--- config.mk ---
export PLATFORM = sky130hd
export DESIGN_NAME = rf_wr_arbiter_flat
export DESIGN_NICKNAME = d
export VERILOG_FILES = /design/src/rtl/rf_wr_arbiter_if.sv /design/src/rtl/rf_wr_arbiter.sv /design/src/flat_wrapper.sv
export SDC_FILE = /design/constraint.sdc
export NUM_CORES = 1
export LEC_CHECK = 0
export CORE_MARGIN = 1.5
export CORE_UTILIZATION = 40
export CTS_BUF_LIST = sky130_fd_sc_hd__clkbuf_4 sky130_fd_sc_hd__clkbuf_8
export DETAILED_ROUTE_END_ITERATION = 8
export GPL_TIMING_DRIVEN = 0
export PLACE_DENSITY = 0.74
export REMOVE_ABC_BUFFERS = 1
export SLEW_MARGIN = 10
export SYNTH_ARGS = -nofsm -noshare
export SYNTH_HDL_FRONTEND = slang
export SYNTH_SLANG_ARGS = --single-unit
--- constraint.sdc ---
create_clock -name clk -period 10.8 [get_ports clk]
set_input_delay 1.08 -clock clk [delete_from_list [all_inputs] [get_ports clk]]
set_output_delay 1.08 -clock clk [all_outputs]
set_load 0.01 [all_outputs]
--- src/rtl/rf_wr_arbiter_if.sv ---
// Register-file write-port arbitration bundle: WB write, multi-cycle result, issue marking,
// hazard queries and the arbitrated register-file write. master = pipeline side, slave = arbiter.
interface rf_wr_arbiter_if;
    logic        pipe_wr;
    logic [4:0]  pipe_addr;
    logic [31:0] pipe_data;
    logic        mc_valid;
    logic [4:0]  mc_addr;
    logic [31:0] mc_data;
    logic        mc_ready;
    logic        issue_set;
    logic [4:0]  issue_addr;
    logic [4:0]  rs_addr;
    logic [4:0]  rt_addr;
    logic [4:0]  rd_addr;
    logic        rs_busy;
    logic        rt_busy;
    logic        rd_busy;
    logic        rf_wr;
    logic [4:0]  rf_addr;
    logic [31:0] rf_data;
    logic        stall_req;

    modport master (
        output pipe_wr, pipe_addr, pipe_data,
        output mc_valid, mc_addr, mc_data,
        input  mc_ready,
        output issue_set, issue_addr,
        output rs_addr, rt_addr, rd_addr,
        input  rs_busy, rt_busy, rd_busy,
        input  rf_wr, rf_addr, rf_data,
        input  stall_req
    );

    modport slave (
        input  pipe_wr, pipe_addr, pipe_data,
        input  mc_valid, mc_addr, mc_data,
        output mc_ready,
        input  issue_set, issue_addr,
        input  rs_addr, rt_addr, rd_addr,
        output rs_busy, rt_busy, rd_busy,
        output rf_wr, rf_addr, rf_data,
        output stall_req
    );
endinterface

--- src/rtl/rf_wr_arbiter.sv ---
// Shares the RF write port between WB and a FIFO of multi-cycle results, with a busy scoreboard.
// Zero-latency grant; FIFO backpressures via mc_ready. Optional starvation stall: RFARB_STARVE_EN.
module rf_wr_arbiter #(
    parameter int DEPTH        = 4,
    parameter int STARVE_LIMIT = 8
) (
    input logic            clk,
    input logic            reset,
    rf_wr_arbiter_if.slave bus
);
    localparam int AW = $clog2(DEPTH);
    typedef logic [AW:0] ptr_t;

    logic [4:0]  addr_mem_q [DEPTH];
    logic [31:0] data_mem_q [DEPTH];
    ptr_t        wr_ptr_q, wr_ptr_d;
    ptr_t        rd_ptr_q, rd_ptr_d;
    logic [31:0] busy_q, busy_d;

    logic        empty, full, push, pop;
    logic        pipe_ok, pipe_gnt, force_head;
    logic [4:0]  head_addr;
    logic [31:0] head_data;

    // Extra pointer MSB distinguishes full from empty when the index bits match.
    assign empty     = (wr_ptr_q == rd_ptr_q);
    assign full      = (wr_ptr_q[AW] != rd_ptr_q[AW]) && (wr_ptr_q[AW-1:0] == rd_ptr_q[AW-1:0]);
    assign head_addr = addr_mem_q[rd_ptr_q[AW-1:0]];
    assign head_data = data_mem_q[rd_ptr_q[AW-1:0]];

    assign push     = bus.mc_valid && !full && (bus.mc_addr != 5'd0);
    assign pipe_ok  = bus.pipe_wr && (bus.pipe_addr != 5'd0);
    assign pipe_gnt = pipe_ok && !force_head;
    assign pop      = !empty && (force_head || !pipe_ok);

    assign bus.mc_ready = !full;
    assign bus.rs_busy  = busy_q[bus.rs_addr];
    assign bus.rt_busy  = busy_q[bus.rt_addr];
    assign bus.rd_busy  = busy_q[bus.rd_addr];

    always_comb begin
        bus.rf_wr   = pop || pipe_gnt;
        bus.rf_addr = 5'd0;
        bus.rf_data = 32'd0;
        if (pop) begin
            bus.rf_addr = head_addr;
            bus.rf_data = head_data;
        end else if (pipe_gnt) begin
            bus.rf_addr = bus.pipe_addr;
            bus.rf_data = bus.pipe_data;
        end
    end

    always_comb begin
        wr_ptr_d = push ? wr_ptr_q + ptr_t'(1) : wr_ptr_q;
        rd_ptr_d = pop  ? rd_ptr_q + ptr_t'(1) : rd_ptr_q;
    end

    // Clear on commit first so a same-cycle issue to that register wins.
    always_comb begin
        busy_d = busy_q;
        if (pop) begin
            busy_d[head_addr] = 1'b0;
        end
        if (bus.issue_set) begin
            busy_d[bus.issue_addr] = 1'b1;
        end
        busy_d[0] = 1'b0;
    end

    always_ff @(posedge clk or posedge reset) begin
        if (reset) begin
            wr_ptr_q <= '0;
            rd_ptr_q <= '0;
            busy_q   <= '0;
        end else begin
            wr_ptr_q <= wr_ptr_d;
            rd_ptr_q <= rd_ptr_d;
            busy_q   <= busy_d;
        end
    end

    always_ff @(posedge clk) begin
        if (push) begin
            addr_mem_q[wr_ptr_q[AW-1:0]] <= bus.mc_addr;
            data_mem_q[wr_ptr_q[AW-1:0]] <= bus.mc_data;
        end
    end

`ifdef RFARB_STARVE_EN
    localparam int CW = $clog2(STARVE_LIMIT + 1);
    logic [CW-1:0] wait_cnt_q, wait_cnt_d;
    logic          stall_req_q, stall_req_d;

    always_comb begin
        wait_cnt_d  = '0;
        stall_req_d = 1'b0;
        if (!empty && !pop) begin
            if (wait_cnt_q == CW'(STARVE_LIMIT - 1)) begin
                stall_req_d = 1'b1;
            end else begin
                wait_cnt_d = wait_cnt_q + CW'(1);
            end
        end
    end

    always_ff @(posedge clk or posedge reset) begin
        if (reset) begin
            wait_cnt_q  <= '0;
            stall_req_q <= 1'b0;
        end else begin
            wait_cnt_q  <= wait_cnt_d;
            stall_req_q <= stall_req_d;
        end
    end

    assign force_head    = stall_req_q;
    assign bus.stall_req = stall_req_q;
`else
    localparam bit LIMIT_OK = (STARVE_LIMIT >= 1);
    assign force_head    = 1'b0 & LIMIT_OK;
    assign bus.stall_req = 1'b0;
`endif
endmodule

--- src/flat_wrapper.sv ---
// flat-port wrapper written by rule: the top's interface ports become plain ports
module rf_wr_arbiter_flat 
#(
    parameter int DEPTH        = 4,
    parameter int STARVE_LIMIT = 8
)
  (clk, reset, bus_pipe_wr, bus_pipe_addr, bus_pipe_data, bus_mc_valid, bus_mc_addr, bus_mc_data, bus_mc_ready, bus_issue_set, bus_issue_addr, bus_rs_addr, bus_rt_addr, bus_rd_addr, bus_rs_busy, bus_rt_busy, bus_rd_busy, bus_rf_wr, bus_rf_addr, bus_rf_data, bus_stall_req);
  rf_wr_arbiter_if bus_i ();
  input logic clk;
  input logic reset;
  input wire logic [$bits(bus_i.pipe_wr)-1:0] bus_pipe_wr;
  input wire logic [$bits(bus_i.pipe_addr)-1:0] bus_pipe_addr;
  input wire logic [$bits(bus_i.pipe_data)-1:0] bus_pipe_data;
  input wire logic [$bits(bus_i.mc_valid)-1:0] bus_mc_valid;
  input wire logic [$bits(bus_i.mc_addr)-1:0] bus_mc_addr;
  input wire logic [$bits(bus_i.mc_data)-1:0] bus_mc_data;
  output wire logic [$bits(bus_i.mc_ready)-1:0] bus_mc_ready;
  input wire logic [$bits(bus_i.issue_set)-1:0] bus_issue_set;
  input wire logic [$bits(bus_i.issue_addr)-1:0] bus_issue_addr;
  input wire logic [$bits(bus_i.rs_addr)-1:0] bus_rs_addr;
  input wire logic [$bits(bus_i.rt_addr)-1:0] bus_rt_addr;
  input wire logic [$bits(bus_i.rd_addr)-1:0] bus_rd_addr;
  output wire logic [$bits(bus_i.rs_busy)-1:0] bus_rs_busy;
  output wire logic [$bits(bus_i.rt_busy)-1:0] bus_rt_busy;
  output wire logic [$bits(bus_i.rd_busy)-1:0] bus_rd_busy;
  output wire logic [$bits(bus_i.rf_wr)-1:0] bus_rf_wr;
  output wire logic [$bits(bus_i.rf_addr)-1:0] bus_rf_addr;
  output wire logic [$bits(bus_i.rf_data)-1:0] bus_rf_data;
  output wire logic [$bits(bus_i.stall_req)-1:0] bus_stall_req;
  assign bus_i.pipe_wr = bus_pipe_wr;
  assign bus_i.pipe_addr = bus_pipe_addr;
  assign bus_i.pipe_data = bus_pipe_data;
  assign bus_i.mc_valid = bus_mc_valid;
  assign bus_i.mc_addr = bus_mc_addr;
  assign bus_i.mc_data = bus_mc_data;
  assign bus_mc_ready = bus_i.mc_ready;
  assign bus_i.issue_set = bus_issue_set;
  assign bus_i.issue_addr = bus_issue_addr;
  assign bus_i.rs_addr = bus_rs_addr;
  assign bus_i.rt_addr = bus_rt_addr;
  assign bus_i.rd_addr = bus_rd_addr;
  assign bus_rs_busy = bus_i.rs_busy;
  assign bus_rt_busy = bus_i.rt_busy;
  assign bus_rd_busy = bus_i.rd_busy;
  assign bus_rf_wr = bus_i.rf_wr;
  assign bus_rf_addr = bus_i.rf_addr;
  assign bus_rf_data = bus_i.rf_data;
  assign bus_stall_req = bus_i.stall_req;
  rf_wr_arbiter #(.DEPTH(DEPTH), .STARVE_LIMIT(STARVE_LIMIT)) u_core (.clk(clk), .reset(reset), .bus(bus_i));
endmodule
==> flow_metrics.tcl, run 1 <==
set metrics [dict create \
    synth_edf_count 148 \
    setup_ws_ps 5680 \
    worstPathArrival_ps 4040 \
    ys_types 50 \
    power_density_nw_per_um2 247 \
    fin_crit_sh 0.474 \
    vias 5431 \
    leakage_nw 3.63 \
    hold_slack_ps 513 \
    path_cells "clkdlybuf4s50_1, or4_1, o21a_2, nor2_4, buf_16, a22o_1, clkdlybuf4s50_1" \
    area_delta_synth_final_pct 25.0 \
    hold_viol 0 \
    ys.flop_type "edfxtp_1" \
    grt_antenna_before_repair 0 \
    yosysMostFrequentCell "edfxtp_1" \
    dieArea_um2 22300 \
    irDropWorstVdd_mv 0.108 \
    startpoint_type "input port" \
    cts_tree "done" \
    layout.area.seq_um2 5380 \
    ys_seq_area_frac 0.626 \
    grt_pass1_wl_mm 30.5 \
    pin_count 142 \
    synthCells 529 \
    root_buffer "clkbuf_8" \
    multi_input_area_um2 3020 \
    path_clk_slew_ps 90 \
    maxSlewViolCount 0 \
    async_flop_share 0.200 \
    drive_gt1_frac 0.177 \
    yosys.area.top_type_share 0.518 \
    dp_hpwl_mm 13.7 \
    drcViolationCount 0 \
    io_buffers 140 \
    initial_core_util 0.408 \
    synth_area_per_cell_um2 16.2 \
    max_freq_mhz 195 \
    syn_area_um2 8580 \
    synth_area_leaders "edfxtp_1, mux4_2, dfrtp_1" \
    critPathMaxStageDelay_ps 540 \
    routabilityCongestion 0.869 \
    crit_buf_inv 3 \
    setup_viol_count_final 0 \
    cts_setup_buffers 0 \
    cp.required_ps 9720 \
    tightestPinTransition_ps 1030 \
    place_ws_ps 5650 \
    die_h_um 149 \
    nets 768 \
    clockBufferDepth 2 \
    grt_max_degree 42 \
    h-tree-depth 4 \
    path_common_cell "clkdlybuf4s50_1" \
    fill_cells 1712 \
    p_switching_mw 0.925 \
    ys_seq_elements 185 \
    cp-end-kind "output pin" \
    yosysWarnings 0 \
    rows 53 \
    cts-buffers-inserted 17 \
    p_seq_frac 0.415 \
    combinationalPowerShare 0.419 \
    fin_skew_ps 14.2 \
    grtUsageTotal 0.182 \
    finalSetupTns_ps 0 \
    via_per_inst 5.70 \
    dieWidth_um 149 \
    cts_resized 0 \
    synth_area_leader_cell "edfxtp_1" \
    grt_overflow_total 0 \
    clockPowerShare 0.166 \
    status "completed" \
    swShare 0.349 \
    worstHoldPathType "reg2reg" \
    drt_iter0_drc 347 \
    clock_latency_ps 460 \
    critPathKind "in2out" \
    drtAntennaViolNets 0 \
    hold_buffers 0 \
    crit_path_top_delay_cell "clkdlybuf4s50_1" \
    crit_family "buffers and inverters" \
    intPower_mw 1.73 \
    numClockSinks 185 \
    drt_wl_total_mm 19.5 \
    rsz0062_at_grt "false" \
    netlist_top_cells_count "edfxtp_1, mux4_2, nor2_1" \
    relSlewSlack 0.316 \
    first_global_vias 5532 \
    wl_per_cell_um 20.5 \
    coreArea_um2 21000 \
    antenna-diode-count 0 \
    crit_fanout 41 \
    dr.pass1.iters 5 \
    fin_crit_ps 5120 \
    drv_cap 0 \
]
[per-layer routing]
metal | routed length (µm) | global-route usage | up-vias
li1 | - | - | 2431
met1 | 7890 | 0.234 | 2745
met2 | 9880 | 0.299 | 224
met3 | 1420 | 0.0512 | 31
met4 | 331 | 0.0594 | 0
met5 | 0 | 0 | -
[registers in the layout, summed over array words and instances (netlist names)]
name / cells
u_core.rd_ptr_q: 3
u_core.addr_mem_q: 20
u_core.busy_q: 31
u_core.data_mem_q: 128
u_core.wr_ptr_q: 3
[cell families after synthesis]
logic type / count (synthesis) / synth area share
DFF: 185 / 0.626
and+or+nand+nor: 126 / 0.0920
AOI/OAI and AO/OA: 101 / 0.0827
muxes: 63 / 0.160
buffers and inverters: 41 / 0.0238
xor gates and xnor gates: 7 / 0.00802
adders and majority gates: 5 / 0.00729
other: 1 / 0.000437
[area by class of cell]
class	instances	share of cell area
sequential	185	0.501
multi-input combinational	303	0.281
timing repair buffer	150	0.146
tap	275	0.0321
clock buffer	17	0.0218
clock inverter	15	0.0146
inverter	7	0.00245
[metrics by stage]
stage	utilization	power (mW)	cell area (µm²)	instances
final	0.510	2.65	10700	952
after global routing	0.510	2.80	10700	952
after CTS	0.510	2.68	10700	952
after detailed placement	0.492	2.24	10300	920
after global placement	0.483	2.16	10100	910
after floorplan	-	1.76	8400	495
[power by group through the flow]
| stage | Clock [mW] | Combinational, mW | Sequential (mW) |
|---|---|---|---|
| floorplan | 0 | 0.656 | 1.11 |
| global placement | 0 | 0.995 | 1.17 |
| detailed placement | 0 | 1.12 | 1.12 |
| CTS | 0.450 | 1.12 | 1.10 |
| global route | 0.476 | 1.20 | 1.12 |
| finish | 0.439 | 1.11 | 1.10 |
[layout by cell type (no fill, tap or decap), types with 4 or more instances in the layout]
| master | count |
|---|---|
| nand4_1 | 6 |
| a22o_1 | 36 |
| nor2_1 | 43 |
| inv_1 | 6 |
| edfxtp_1 | 148 |
| nand3b_1 | 7 |
| dfrtp_1 | 35 |
| or4_1 | 5 |
| clkdlybuf4s50_1 | 140 |
| nor3_1 | 9 |
| mux4_2 | 57 |
| nand3_1 | 6 |
| ha_1 | 5 |
| nor3b_1 | 11 |
| inv_8 | 5 |
| buf_12 | 4 |
| mux2_2 | 4 |
| a31oi_1 | 15 |
| a21oi_1 | 31 |
| a21boi_0 | 8 |
| nor2b_1 | 7 |
| clkbuf_8 | 17 |
| nand2_1 | 5 |
| xor2_1 | 4 |
[path summary, 6_finish.rpt]
path                               startpoint                      end  slack [ps]  cells after the start
hold / removal             u_core.wr_ptr_q[2]       u_core.wr_ptr_q[2]         510                      1
setup reg to reg           u_core.rd_ptr_q[1]  u_core.addr_mem_q[0][2]        8070                      6
max in group asynchronous               reset       u_core.rd_ptr_q[0]        9130                      2
hold reg to reg            u_core.wr_ptr_q[2]       u_core.wr_ptr_q[2]         510                      1
setup / recovery             bus_pipe_addr[2]           bus_rf_addr[2]        5680                      7
min in group asynchronous               reset        u_core.busy_q[24]        1100                      2
[worst register-to-register path: stages (launching register included)]
cell	delay, ps
dfrtp_2	570
buf_12	260
xor2_1	320
nor3_1	150
nor2_1	310
and2_2	550
buf_12	260
Note: power is estimated with default switching activity, not from simulation.
==> inputs of run 2 (changes only) <==
==> constraint.sdc (replaced) <==
create_clock -name clk -period 5 [get_ports clk]
set_input_delay 0.5 -clock clk [delete_from_list [all_inputs] [get_ports clk]]
set_output_delay 0.5 -clock clk [all_outputs]
set_load 0.01 [all_outputs]
==> results of run 2 <==
Same layout as run 1 (identical final DEF). Status: completed.
Among the figures that moved: setup slack after placement 5650 ps -> 1010 ps; setup slack after layout 5680 ps -> 1040 ps; register-to-register setup slack 8070 ps -> 2270 ps; total power 2.65 mW -> 5.72 mW; worst IR drop on VDD 0.108 mV -> 0.234 mV
==> inputs of run 3 (changes only) <==
--- a/config.mk
+++ b/config.mk
@@ -10,7 +10,7 @@
 export CTS_BUF_LIST = sky130_fd_sc_hd__clkbuf_4 sky130_fd_sc_hd__clkbuf_8
 export DETAILED_ROUTE_END_ITERATION = 8
 export GPL_TIMING_DRIVEN = 0
-export PLACE_DENSITY = 0.74
+export PLACE_DENSITY = 0.76
 export REMOVE_ABC_BUFFERS = 1
 export SLEW_MARGIN = 10
 export SYNTH_ARGS = -nofsm -noshare
==> constraint.sdc (replaced) <==
create_clock -name clk -period 3.6 [get_ports clk]
set_input_delay 0.36 -clock clk [delete_from_list [all_inputs] [get_ports clk]]
set_output_delay 0.36 -clock clk [all_outputs]
set_load 0.01 [all_outputs]
==> run 3 against run 2 <==
Non-clock buffer count is 1 higher. Via count is 1.1% lower. Cell area is 0.25% higher. Combinational power is 38% higher. Power is 40% higher. Highest routed layer is now met5. Global-route usage is 0.38 points lower. Sequential power is 39% higher.
==> flow_metrics.tcl, run 3 (synthesized netlist as in run 1, its figures left out) <==
set metrics [dict create \
    final_util 0.511 \
    maxSlewViolCount 0 \
    coreArea_um2 21000 \
    worstPathArrival_ps 2980 \
    mostFrequentLayoutCell "edfxtp_1" \
    via_per_inst 5.64 \
    drt_iter0_drc 428 \
    cp.required_ps 3240 \
    h-tree-depth 4 \
    drv_cap 0 \
    setup_viol_count_final 0 \
    rsz0062_at_grt "false" \
    critPathKind "in2out" \
    numClockSinks 185 \
    path_clk_slew_ps 100 \
    antenna-diode-count 0 \
    drtAntennaViolNets 0 \
    fin_crit_ps 3340 \
    total_power_mw 8.01 \
    clock_latency_ps 450 \
    cts_tree "done" \
    grt_antenna_before_repair 2 \
    drive_gt1_frac 0.180 \
    root_buffer "clkbuf_8" \
    drcViolationCount 0 \
    irDropWorstVdd_mv 0.370 \
    cts-buffers-inserted 17 \
    clockBufferDepth 2 \
    fin_crit_sh 0.928 \
    drt_wl_total_mm 19.1 \
    grt_overflow_total 0 \
    area_delta_synth_final_pct 25.3 \
    tightestPinTransition_ps 835 \
    pin_count 142 \
    first_global_vias 5533 \
    initial_core_util 0.408 \
    leakage_nw 3.64 \
    relSlewSlack 0.442 \
    max_freq_mhz 299 \
    crit_fanout 9 \
    die_h_um 149 \
    power_density_nw_per_um2 745 \
    status "completed" \
    fin_skew_ps 13.6 \
    cp-end-kind "output pin" \
    dieWidth_um 149 \
    hold_viol 0 \
    dr.pass1.iters 5 \
    grt_max_degree 42 \
    grt_pass1_wl_mm 30.0 \
    worstHoldPathType "in2async" \
    layout_common_cells "edfxtp_1, clkdlybuf4s50_1, mux4_2" \
    rows 53 \
    largest_reg_flops 128 \
    dieArea_um2 22300 \
    grtUsageTotal 0.178 \
    vias 5373 \
    wl_per_cell_um 20.1 \
    startpoint_type "input port" \
    nets 769 \
    io_buffers 140 \
    routabilityCongestion 0.847 \
    dp_hpwl_mm 13.3 \
]
## run 3: critical path: stages
cell and delay (ps):
clkdlybuf4s50_1 800, mux2_2 400, a221oi_1 240, a2111oi_0 110
or4_1 560, clkdlybuf4s50_1 500
## run 3: cell type report
cell class                 count  area (µm²)
sequential                   185        5380
inverter                       7        26.3
clock inverter                15         176
timing repair buffer         151        1570
fill                        1730       10300
tap                          275         344
multi-input combinational    303        3020
clock buffer                  17         234
## run 3: layer usage
layer,global-route usage,share of wire,vias to the layer above
met2,0.304,0.51,220
met1,0.224,0.41,2686
met5,0,0.0013,-
met3,0.0476,0.073,30
met4,0.0485,0.011,4
li1,-,-,2433
## run 3: stage by stage
step | cell area (µm²) | TNS, ps | hold slack [ps] | cells | setup WS (ps)
floorplan | 8400 | -72890 | 459 | 495 | -1810
global placement | 10100 | -419570 | 476 | 910 | -4820
detailed placement | 10300 | 0 | 481 | 920 | 53.0
CTS | 10700 | 0 | 390 | 953 | 49.7
global route | 10800 | 0 | 440 | 953 | 94.1
finish | 10800 | 0 | 388 | 953 | 258
## run 3: where the power goes
part           leakage (nW)  total (mW)  switching, mW  internal, mW
registers              1.80        3.30          0.365          2.93
logic                  1.64        3.32           1.60          1.73
clock network         0.204        1.39          0.801         0.590
total                  3.64        8.01           2.76          5.25
## run 3: worst paths after layout
check                                         from                      end  slack (ps)  depth (start not counted)
worst max-delay path                bus_rd_addr[1]              bus_rd_busy         260                          6
worst min-delay path                         reset         u_core.busy_q[8]         390                          2
worst max register to register  u_core.rd_ptr_q[1]  u_core.data_mem_q[2][6]         930                          6
worst min register to register  u_core.rd_ptr_q[2]       u_core.rd_ptr_q[2]         500                          1
max in group asynchronous                    reset       u_core.rd_ptr_q[0]        2620                          2
min in group clk                u_core.rd_ptr_q[2]       u_core.rd_ptr_q[2]         500                          1
## run 3: repair_timing
action | 4_1_cts | 5_1_grt
endpoints found under the setup margin | 31 | 31
hold buffers | 0 | 0
pin swaps | 1 | 0
gates resized for setup | 0 | 1
buffers inserted | 1 | 0
